**config.mk**
```make
export PLATFORM = sky130hd
export DESIGN_NAME = ifetch_align
export DESIGN_NICKNAME = d
export VERILOG_FILES = /design/src/rtl/ifetch_align.sv
export SDC_FILE = /design/constraint.sdc
export NUM_CORES = 1
export LEC_CHECK = 0
export CAP_MARGIN = 20
export CORE_MARGIN = 3
export CORE_UTILIZATION = 33
export CTS_CLUSTER_SIZE = 16
export DETAILED_ROUTE_END_ITERATION = 12
export GPL_TIMING_DRIVEN = 0
export SLEW_MARGIN = 20
export SYNTH_ARGS = -nofsm -noshare
export SYNTH_HDL_FRONTEND = slang
export SYNTH_SLANG_ARGS = --single-unit
```
**constraint.sdc**
```tcl
create_clock -name clk -period 5.4 [get_ports clk]
set_clock_uncertainty 0.05 [all_clocks]
set_input_delay 1.35 -clock clk [delete_from_list [all_inputs] [get_ports clk]]
set_output_delay 1.35 -clock clk [all_outputs]
set_load 0.005 [all_outputs]
```
**src/rtl/ifetch_align.sv**
```systemverilog
// Aligns 16/32-bit instructions out of 64-bit I-SRAM lines, stitching line-straddling instructions.
// Latency: combinational from the returning line to rv32_instr; a straddle costs one extra line read.
// Backpressure: hold freezes every flop and replays the last outputs; flush discards partial state.
module ifetch_align #(
    parameter logic [31:0] NOP_INSTR = 32'h0000_0013,
    parameter bit          RVC_EN    = 1'b1
) (
    input  logic        clk,
    input  logic        cpurst_n,
    input  logic [31:0] pc,
    input  logic        isram_cs_ff,
    input  logic [28:0] isram_adr_ff,
    input  logic [63:0] isram_rdata,
    input  logic        flush,
    input  logic        hold,
    output logic [31:0] rv32_instr,
    output logic        isrv16,
    output logic        instr_valid,
    output logic [31:0] instr_pc,
    output logic        split_pend,
    output logic        misalign_err
);

    typedef enum logic [1:0] {EMPTY, LINE, SPLIT} state_t;

    state_t      state_q;
    logic [63:0] line_q;
    logic [28:0] line_adr_q;
    logic        line_vld_q;
    logic [15:0] half_q;

    logic [31:0] snap_instr_q;
    logic        snap_rv16_q;
    logic        snap_vld_q;
    logic        snap_split_q;

    logic [63:0] src;
    logic [28:0] src_adr;
    logic [28:0] next_adr;
    logic        avail;
    logic        hit;
    logic        split_hit;
    logic        misalign;
    logic [15:0] h;
    logic [15:0] h_hi;
    logic        long_at_end;
    logic        straddle;
    logic [31:0] raw_instr;
    logic        raw_vld;
    logic        comb_rv16;
    logic [31:0] comb_instr;
    logic        comb_split;
    logic        use_snap;

    assign src       = isram_cs_ff ? isram_rdata  : line_q;
    assign src_adr   = isram_cs_ff ? isram_adr_ff : line_adr_q;
    assign avail     = isram_cs_ff | line_vld_q;
    assign hit       = avail & (src_adr == pc[31:3]);
    assign next_adr  = pc[31:3] + 29'd1;
    assign split_hit = avail & (src_adr == next_adr);
    assign misalign  = pc[0] | (pc[1] & ~RVC_EN);

    always_comb begin
        h    = src[15:0];
        h_hi = src[31:16];
        case (pc[2:1])
            2'd0: begin h = src[15:0];  h_hi = src[31:16]; end
            2'd1: begin h = src[31:16]; h_hi = src[47:32]; end
            2'd2: begin h = src[47:32]; h_hi = src[63:48]; end
            default: begin h = src[63:48]; h_hi = 16'h0000; end
        endcase
    end

    // A 32-bit instruction starting in the last halfword needs the next line's first halfword.
    assign long_at_end = (pc[2:1] == 2'b11) & (h[1:0] == 2'b11);
    assign straddle    = (state_q != SPLIT) & hit & long_at_end & ~misalign & ~flush;

    always_comb begin
        raw_instr = NOP_INSTR;
        raw_vld   = 1'b0;
        if (!flush && !misalign) begin
            if (state_q == SPLIT) begin
                if (split_hit) begin
                    raw_instr = {src[15:0], half_q};
                    raw_vld   = 1'b1;
                end
            end else if (hit && !long_at_end) begin
                raw_instr = {h_hi, h};
                raw_vld   = 1'b1;
            end
        end
    end

    assign comb_rv16  = RVC_EN & raw_vld & (raw_instr[1:0] != 2'b11);
    assign comb_instr = comb_rv16 ? {16'h0000, raw_instr[15:0]} : raw_instr;
    assign comb_split = ~flush & (straddle |
                                  ((state_q == SPLIT) & ~(split_hit & ~misalign)));

    // During a stall the mini-decode must see exactly what it saw on the last free cycle.
    assign use_snap     = hold & ~flush;
    assign rv32_instr   = use_snap ? snap_instr_q : comb_instr;
    assign isrv16       = use_snap ? snap_rv16_q  : comb_rv16;
    assign instr_valid  = use_snap ? snap_vld_q   : raw_vld;
    assign split_pend   = use_snap ? snap_split_q : comb_split;
    assign instr_pc     = pc;
    assign misalign_err = misalign;

    always_ff @(posedge clk or negedge cpurst_n) begin
        if (!cpurst_n) begin
            state_q      <= EMPTY;
            line_q       <= '0;
            line_adr_q   <= '0;
            line_vld_q   <= 1'b0;
            half_q       <= '0;
            snap_instr_q <= NOP_INSTR;
            snap_rv16_q  <= 1'b0;
            snap_vld_q   <= 1'b0;
            snap_split_q <= 1'b0;
        end else if (flush) begin
            state_q      <= EMPTY;
            line_vld_q   <= 1'b0;
            half_q       <= '0;
            snap_instr_q <= comb_instr;
            snap_rv16_q  <= comb_rv16;
            snap_vld_q   <= raw_vld;
            snap_split_q <= comb_split;
        end else if (!hold) begin
            snap_instr_q <= comb_instr;
            snap_rv16_q  <= comb_rv16;
            snap_vld_q   <= raw_vld;
            snap_split_q <= comb_split;
            if (isram_cs_ff) begin
                line_q     <= isram_rdata;
                line_adr_q <= isram_adr_ff;
                line_vld_q <= 1'b1;
            end
            if (!misalign) begin
                case (state_q)
                    EMPTY, LINE: begin
                        if (straddle) begin
                            half_q  <= h;
                            state_q <= SPLIT;
                        end else if (avail) begin
                            state_q <= LINE;
                        end
                    end
                    SPLIT: begin
                        if (split_hit) state_q <= LINE;
                    end
                    default: state_q <= EMPTY;
                endcase
            end
        end
    end

endmodule
```
==> impl_metrics.csv <==
group,metric,value,unit
place,dp.cells,1469,
route,ant_nets,0,
timing,whs,0.421,ns
critical_path,start_kind,"primary input",
route,finalWirelength,33500,µm
synthesis,synthTopCellsByArea,"dfrtp_1, mux2_2, mux4_2",
pwr,power.density,247,mW/mm²
synthesis,syn_inst,892,
synthesis,yosys_warnings,0,
synthesis,async_flop_share,1.00,
timing,fin_crit,5.59,ns
route,wire_per_inst,21.3,µm
global_routing,grt_usage,0.209,
critical_path,worstPathRequired,4.00,ns
floorplan,die_h,179,µm
timing,tightest_slew,0.932,ns
place,place_congestion,0.881,
timing,setup_viol_count_final,23,
floorplan,row_count,62,
floorplan,core,0.0290,mm²
route,drc,0,
floorplan,initial_core_util,0.339,
worst_hold_path,min_path_type,"register to register",
cts,insertion_delay,0.44,ns
synthesis,synth_edf_count,0,
layout,synthToLayoutAreaGrowth,47.5,%
floorplan,die-width,179,µm
cts,cts_tree,"yes",
timing,rsz0062_at_grt,"yes",
critical_path,reg2regPathDepth,10,
cts,clock_sinks,147,
layout,seqCellArea,0.00368,mm²
place,dp_hpwl,24400,µm
synthesis,synth_common_cells,"dfrtp_1, mux2_2, mux2i_1",
status,violations,"negative setup slack",
timing,maxSlewHeadroom,0.378,
pwr,leakage,0.00593,µW
critical_path,worstSetupPathType,"primary input to output port",
synthesis,seq_area_frac_synth,0.374,
synthesis,synth_top_cell_by_area,"dfrtp_1",
route,dr.pass1.iters,5,
floorplan,die_area,0.0319,mm²
layout,nets,1308,
layout,final_layout_size_suffix_gt1_frac,0.433,
layout,multi_input_area,0.00665,mm²
synthesis,yosysUniqueCellTypes,62,
place,numPortBuffers,191,
synthesis,yosysMostFrequentCell,"dfrtp_1",
global_routing,antenna_found_initial,0,
route,routed_via_density,5.43,
floorplan,io_pins,198,
layout,diodes,0,
critical_path,endpoint_kind,"output port",
cts,cts_buffer_depth,2,
global_routing,grt_max_degree,54,
route,drtIter0Drc,564,
layout,fin_cells,1574,
pwr,ir_worst_vdd,0.156,mV
status,status,"complete, but fails checks",
layout,fillers,2631,
synthesis,synthFlopType,"dfrtp_1",
timing,finalCritPeriodShare,1.04,
cts,clkTransAtPathRegs,0.06,ns
timing,setup_slack,-0.191,ns
flow_run,max_cap_violations,0,
timing,hold_viol_final,0,
synthesis,synthDominantCellAreaShare,0.366,
timing,maxClockFrequency,179,MHz
synthesis,netlist_area,0.00984,mm²
critical_path,timing.critical_path.arrival,4.19,ns
route,via_count,8545,
cts,ctsRootBufferMaster,"clkbuf_16",
synthesis,syn_area_per_cell,11.0,µm²
critical_path,path_max_fanout,5,
synthesis,synthesis.nets,1023,
global_routing,grt_pass1_wl,50500,µm
worst_hold_path,holdPathStages,2,
cts,cts_made_buffers,17,
global_routing,gr-total-overflow,0,
timing,report.final.slew_viol_count,0,
cts,hold_buffers,0,
global_routing,grt_pass1_vias,8433,
synthesis,ys_seq_elements,147,
cts,htreeDepth,4,
==> routing by layer <==
metal,part of all wire,global-route usage,routed length [µm]
met1,0.44,0.293,14900
met2,0.48,0.332,16100
met3,0.056,0.0368,1880
met4,0.020,0.0594,662
met5,0,0,0
==> final cells by class <==
class / count / share of cell area
Clock inverter: 14 / 0.0108
Inverter: 26 / 0.00672
Buffer: 92 / 0.0422
Sequential cell: 147 / 0.254
Tap cell: 384 / 0.0331
Clock buffer: 18 / 0.0302
Multi-Input combinational cell: 626 / 0.458
Timing Repair Buffer: 267 / 0.166
==> timing repair <==
action / 4_1_cts / 5_1_grt
gates cloned: 2 / 0
buffers inserted: 47 / 27
endpoints found under the setup margin: 35 / 35
pin swaps: 78 / 39
resized for setup: 411 / 71
==> power by group <==
| group | switching, µW | internal, µW |
|---|---|---|
| Sequential | 92.1 | 1230 |
| Combinational | 488 | 572 |
| Clock | 569 | 634 |
==> per-stage QoR <==
step | power, µW | setup WS (ns) | utilization | TNS (ns) | area [µm²]
after floorplan | 1870 | 0.199 | - | 0 | 9840
after global placement | 2190 | -3.57 | 0.422 | -567.87 | 12200
after detailed placement | 2210 | -1.63 | 0.424 | -51.00 | 12300
after CTS | 3550 | -0.149 | 0.488 | -1.06 | 14200
after global routing | 3730 | -0.250 | 0.501 | -4.70 | 14500
final | 3590 | -0.191 | 0.501 | -2.22 | 14500
==> logic make-up (layout without fill, tap and decap cells) <==
family | after synthesis | after routing | share of synthesized area
buffers and inverters | 119 | 417 | 0.0642
multiplexers | 218 | 218 | 0.291
flip-flops | 147 | 147 | 0.374
adder cells (fa/ha/maj) | 1 | 1 | 0.00127
AO/OA/AOI/OAI | 131 | 131 | 0.0995
AND/OR/NAND/NOR | 224 | 224 | 0.119
XOR/XNOR | 52 | 52 | 0.0506
==> cell usage in the layout (no fill, tap or decap), types with 24 or more instances in the layout <==
master | synthesis | routed
dfrtp_1 | 144 | 144
clkdlybuf4s50_1 | 0 | 114
buf_4 | 33 | 105
mux2_2 | 96 | 96
nand2_1 | 75 | 73
mux2i_1 | 77 | 51
mux4_2 | 44 | 44
buf_2 | 12 | 36
a21oi_1 | 37 | 35
clkbuf_1 | 40 | 32
nand4_1 | 32 | 32
o31ai_4 | 0 | 29
inv_1 | 26 | 25
nor2_1 | 28 | 24
==> registers in the layout, summed over array words and instances (netlist names) <==
| name | flops |
|---|---|
| state_q | 2 |
| line_adr_q | 29 |
| half_q | 16 |
| snap_rv16_q | 1 |
| snap_instr_q | 32 |
| snap_vld_q | 1 |
| snap_split_q | 1 |
| line_q | 64 |
| line_vld_q | 1 |
==> critical path, cell delays in order <==
cell             delay, ns
clkdlybuf4s50_1       0.44
mux2i_2               0.24
xnor2_2               0.15
o31ai_2               0.36
nor4b_4               0.31
nand4_4               0.18
o41a_4                0.53
buf_6                 0.17
o31ai_4               0.27
buf_2                 0.18
==> path summary, 6_finish.rpt <==
path	from	endpoint	slack [ns]
hold reg to reg	snap_vld_q$_DFFE_PN0N_	snap_vld_q$_DFFE_PN0N_	0.42
min in group asynchronous	cpurst_n	snap_instr_q[9]$_DFFE_PN0N_	0.75
hold / removal	snap_vld_q$_DFFE_PN0N_	snap_vld_q$_DFFE_PN0N_	0.42
max in group asynchronous	cpurst_n	line_adr_q[20]$_DFFE_PN0P_	3.64
setup reg to reg	line_adr_q[10]$_DFFE_PN0P_	snap_instr_q[17]$_DFFE_PN0N_	2.42
setup / recovery	isram_adr_ff[3]	rv32_instr[17]	-0.19
Power figures use the tool's default switching activity.
==> edit 1: new RTL, same settings <==
Re-encode `state_t` (3 states) as one-hot, 3 bits wide.
--- a/src/rtl/ifetch_align.sv
+++ b/src/rtl/ifetch_align.sv
@@ -21,7 +21,7 @@
     output logic        misalign_err
 );
 
-    typedef enum logic [1:0] {EMPTY, LINE, SPLIT} state_t;
+    typedef enum logic [2:0] {EMPTY = 3'b001, LINE = 3'b010, SPLIT = 3'b100} state_t;
 
     state_t      state_q;
     logic [63:0] line_q;
Formal check against the unedited RTL: no difference found for any inputs over 4 cycles, from zero or initial values and one cycle with cpurst_n low; so few cycles prove little.
==> edit 1 against the unedited design <==
- cell area shrank 4.2%
- wire length shrank 2.6%
- critical path type unchanged
- sequential cell count grew 1
- worst hold slack lost 2.4 ps
- synthesized area shrank 0.69%
- power shrank 1.9%
- the flow still finishes with violations (negative setup slack)
- setup slack lost 180 ps
==> edit 1: results (changes against the unedited design) <==
stage;metric;value;unit;change
timing;timing.final.ws_setup;-373;ps;-182 ps
power_and_ir_drop;p_leak;5.75;nW;-3.0%
final_layout;n_all_buffers;338;;-5.8%
synthesis;synth_compound_gate_area_share;0.108;;+0.00824
final_layout;final-nonclk-buf-share;0.212;;+0.00442
place;io_buffers;193;;+1.0%
place;dp.cells;1460;;-0.61%
worst_setup_path;r2r_slack;2000;ps;-420 ps
final_layout;clock_area_frac;0.0444;;+0.00340
drt;drt_iter0_drc;517;;-8.3%
final_layout;sh_seq_area;0.266;;+0.0129
worst_setup_path;crit_arrival;4370;ps;+180 ps
power_and_ir_drop;pg_clk;0.00126;W;+5%
synthesis;yosys-top-cells-count;144 x dfrtp_1, 95 x nand2_1, 94 x mux2_2, 80 x mux2i_1, 46 x mux4_2;;
final_layout;multi_input_cells;619;;-1.1%
synthesis;syn_inst;882;;-1.1%
worst_setup_path;crit_path_top_delay_cell;or4_4;;
synthesis;synth_xor_area_frac;0.0405;;-0.0101
global_routing;grt_usage;0.204;;-0.00522
place;gp_congestion;0.877;;-0.52%
synthesis;synthMuxAreaShare;0.296;;+0.00508
timing;tightest_slew;779;ps;-154 ps
final_layout;antennaDiodeCount;2;;+2
clock_network;cts_resized;336;;-18%
power_and_ir_drop;p_comb_frac;0.264;;-0.031
synthesis;ys_seq_area_frac;0.379;;+0.00527
clock_network;post_cts_buffers;35;;-26%
power_and_ir_drop;p_int;0.00246;W;+0.92%
final_layout;inverters_excl_clock;24;;-7.7%
final_layout;final_layout_size_suffix_gt1_frac;0.382;;-0.0512
synthesis;synth_nets;1013;;-0.98%
final_layout;fin_cells;1547;;-1.7%
final_layout;nNetsFinal;1279;;-2.2%
place;placed_cell_area;12300;µm²;+0.10%
final_layout;seq_cell_count;148;;+0.68%
global_routing;antenna_found_initial;2;;+2
worst_setup_path;crit_path_max_incr_delay;590;ps;+60 ps
global_routing;grt_pass1_vias;8302;;-1.6%
timing;whs;418;ps;-2.45 ps
timing;tns;-7330;ps;-5100 ps
synthesis;ys_top_cells_by_area;dfrtp_1 37%, mux2_2 11%, mux4_2 11%;;
outcome;violations;negative setup slack;;
timing;setup-violations-final;35;;+52%
drt;wl_per_cell;21.1;µm;-0.93%
global_routing;grt_start_max_net_pins;82;;+52%
final_layout;syn_to_final_growth;42.4;%;
place;hpwl;24200;µm;-0.62%
outcome;outcome;finished, violations left;;
==> edit 1: cell types whose count changed after synthesis, sizes merged, moves of 8 or more <==
cell   change
a21oi     -12
or2       -13
o21ai     +22
nor3       -8
nand2     +20
nor2       +9
o31ai     -12
==> edit 1: final timing paths <==
path / endpoint / depth (start not counted) / from
setup reg to reg: snap_instr_q[17] / 14 / state_q[1]
hold reg to reg: snap_rv16_q / 2 / snap_rv16_q
setup / recovery: rv32_instr[17] / 12 / pc[3]
min in group asynchronous: snap_instr_q[9] / 1 / cpurst_n
max in group asynchronous: line_adr_q[2] / 2 / cpurst_n
hold / removal: snap_rv16_q / 2 / snap_rv16_q
==> edit 1: metal layers <==
metal,part of all wire,GRT usage,vias to the layer above
met2,0.49,0.332,253
met1,0.43,0.273,4195
met4,0.014,0.0510,0
met5,0,0,-
li1,-,-,3803
met3,0.061,0.0494,26
==> edit 2: new RTL, same settings <==
Made on the original files. Set the parameter `NOP_INSTR` to 32'h00000012 (it was 32'h0000_0013).
--- a/src/rtl/ifetch_align.sv
+++ b/src/rtl/ifetch_align.sv
@@ -2,7 +2,7 @@
 // Latency: combinational from the returning line to rv32_instr; a straddle costs one extra line read.
 // Backpressure: hold freezes every flop and replays the last outputs; flush discards partial state.
 module ifetch_align #(
-    parameter logic [31:0] NOP_INSTR = 32'h0000_0013,
+    parameter logic [31:0] NOP_INSTR = 32'h00000012,
     parameter bit          RVC_EN    = 1'b1
 ) (
     input  logic        clk,
Function: changed (a bounded check fails within 4 cycles, from zero or initial values and one cycle with cpurst_n low).
==> edit 2 against the unedited design <==
- worst hold slack got worse by 6.1 ps
- synthesized area rose by 1.0%
- fmax fell by 1.8%
- utilization rose by 0.72 points
- sequential cell count did not move
- cell area rose by 2.0%
- power fell by 1.0%
- global-route usage barely moved
- the flow still finishes with violations (negative setup slack)
- non-clock buffer count rose by 64
- wire length rose by 4.6%
- setup slack got worse by 100 ps
==> edit 2: results (changes against the unedited design) <==
stage;metric;value;unit;change
global_routing;grt_usage;0.209;;+0.000384
clock_network;cts_buffers;17;;unchanged
global_routing;antenna_found_initial;1;;+1
drt;wl_per_cell;21.1;µm;-0.87%
power_and_ir_drop;p_leak;6.51;nW;+9.7%
drt;vias;9017;;+5.5%
worst_setup_path;r2r_cells;28;;+18
final_layout;num-fill-cells;2592;;-1.5%
clock_network;cts_max_level;4;;unchanged
final_layout;largest_reg_flops;64;;unchanged
power_and_ir_drop;power.density;240;nW/µm²;-2.9%
power_and_ir_drop;vdd_drop_max;205;µV;+32%
place;gp_congestion;0.864;;-1.9%
synthesis;yosys_warnings;0;;unchanged
worst_setup_path;critPathMaxFanout;5;;unchanged
global_routing;grt_pass1_vias;9256;;+9.8%
outcome;outcome;finished, violations left;;
global_routing;grt_pass1_wl;53600;µm;+6.0%
final_layout;final_layout_size_suffix_gt1_frac;0.412;;-0.0205
synthesis;ys_seq_area_frac;0.370;;-0.00394
min_path;hp-class;flop to flop;;
clock_network;root_buffer;clkbuf_16;;
drt;firstDrtPassIters;5;;unchanged
worst_setup_path;crit_arrival;4290;ps;+100 ps
worst_setup_path;cp_top_family;buffers and inverters;;
synthesis;synth_ff_type;dfrtp_1;;
clock_network;clk_pin_slew;70;ps;
timing;relSlewSlack;0.445;;+0.0663
timing;setup-violations-final;37;;+61%
place;io_buffers;192;;+0.52%
timing;timing.final.ws_setup;-294;ps;-103 ps
worst_setup_path;crit_path_top_delay_cell;clkdlybuf4s50_1;;
synthesis;synth_area_per_cell;10.8;µm²;-2.4%
synthesis;ys_top_cells_by_area;dfrtp_1 36%, mux4_2 11%, mux2_2 11%;;
drt;vias_per_cell;5.43;;about the same
drt;drt_iter0_drc;820;;+45%
place;dp.cells;1500;;+2.1%
place;hpwl;24400;µm;about the same
outcome;violations;negative setup slack;;
final_layout;nNetsFinal;1394;;+6.6%
synthesis;yosys-top-cells-count;145 x dfrtp_1, 94 x mux2_2, 94 x nand2_1, 74 x mux2i_1, 48 x mux4_2;;
clock_network;insertion_delay;430;ps;
min_path;holdPathStages;2;;unchanged
synthesis;yosysUniqueCellTypes;62;;unchanged
worst_setup_path;crit_path_max_incr_delay;470;ps;-60 ps
clock_network;clk_path_buf_depth;2;;unchanged
global_routing;grt_start_max_net_pins;77;;+43%
synthesis;async_flop_share;1.00;;unchanged
final_layout;reg_top3;line_q x64, snap_instr_q x32, line_adr_q x29;;
synthesis;synth_nets;1054;;+3.0%
-- edit 2: cell count changes after synthesis, moves of 17 or more --
cell	before	now
a21oi_1	37	10
a22oi_1	2	19
nand2_1	75	94
nand4_1	32	12
o21ai_0	9	38
o22ai_1	0	18
o31ai_1	22	0
-- edit 2: kinds of logic after synthesis --
kind of cell    Yosys count  share of synthesized area
simple gates            235                      0.124
compound gates          147                      0.102
xor+xnor                 50                     0.0483
flops                   147                      0.370
mux                     216                      0.290
buf+inv                 127                     0.0642
fa+ha+maj                 1                    0.00126
-- edit 2: per-layer routing --
layer | vias up | track usage | share of wire
met5 | - | 0 | 0
met4 | 0 | 0.0597 | 0.019
met3 | 46 | 0.0396 | 0.051
met2 | 298 | 0.342 | 0.48
met1 | 4549 | 0.284 | 0.45
li1 | 4124 | - | -
-- edit 2: worst min-delay path, delay by kind of cell, from the launching register on --
family           cells  cell delay [ps]
DFF                  1              320
and+or+nand+nor      2              100
-- edit 2: path summary, 6_finish.rpt --
kind                                          to             start  slack [ps]
worst max register to register  snap_instr_q[19]        state_q[1]         640
worst min register to register  snap_instr_q[27]  snap_instr_q[27]         410
worst min-delay path            snap_instr_q[27]  snap_instr_q[27]         410
max in group asynchronous        snap_instr_q[1]          cpurst_n        3620
worst max-delay path                      isrv16   isram_adr_ff[3]        -290
min in group asynchronous         line_adr_q[23]          cpurst_n         860
-- edit 2: report_power, final --
part | internal [W] | total, W | switching [W]
clock network | 0.000698 | 0.00123 | 0.000536
logic | 0.000539 | 0.000991 | 0.000452
registers | 0.00124 | 0.00133 | 0.0000925
-- edit 2: per-stage QoR --
step                utilization  setup TNS, ps  setup slack, ps  total power (W)  cell area, µm²
floorplan                     -              0             91.7          0.00188            9940
global placement          0.423        -579880            -3550          0.00220           12300
detailed placement        0.424         -60140            -1990          0.00222           12400
CTS                       0.489          -4010             -159          0.00351           14200
global route              0.508         -12290             -445          0.00370           14800
finish                    0.508          -7750             -294          0.00355           14800
-- edit 2: cell type report --
class	count	area, µm²	share of cell area
timing repair buffer	323	2920	0.197
clock buffer	18	429	0.0290
buffer	100	709	0.0479
multi-input combinational	649	6320	0.427
antenna	1	2.50	0.000169
sequential	147	3680	0.249
inverter	25	93.8	0.00634
clock inverter	14	168	0.0113
tap	384	480	0.0324
-- edit 2: repair_timing --
| item | in CTS | in global routing |
|---|---|---|
| pin swaps | 65 | 47 |
| cloned | 1 | 0 |
| setup buffers | 111 | 28 |
| setup endpoints to repair | 35 | 39 |
| resized for setup | 360 | 90 |
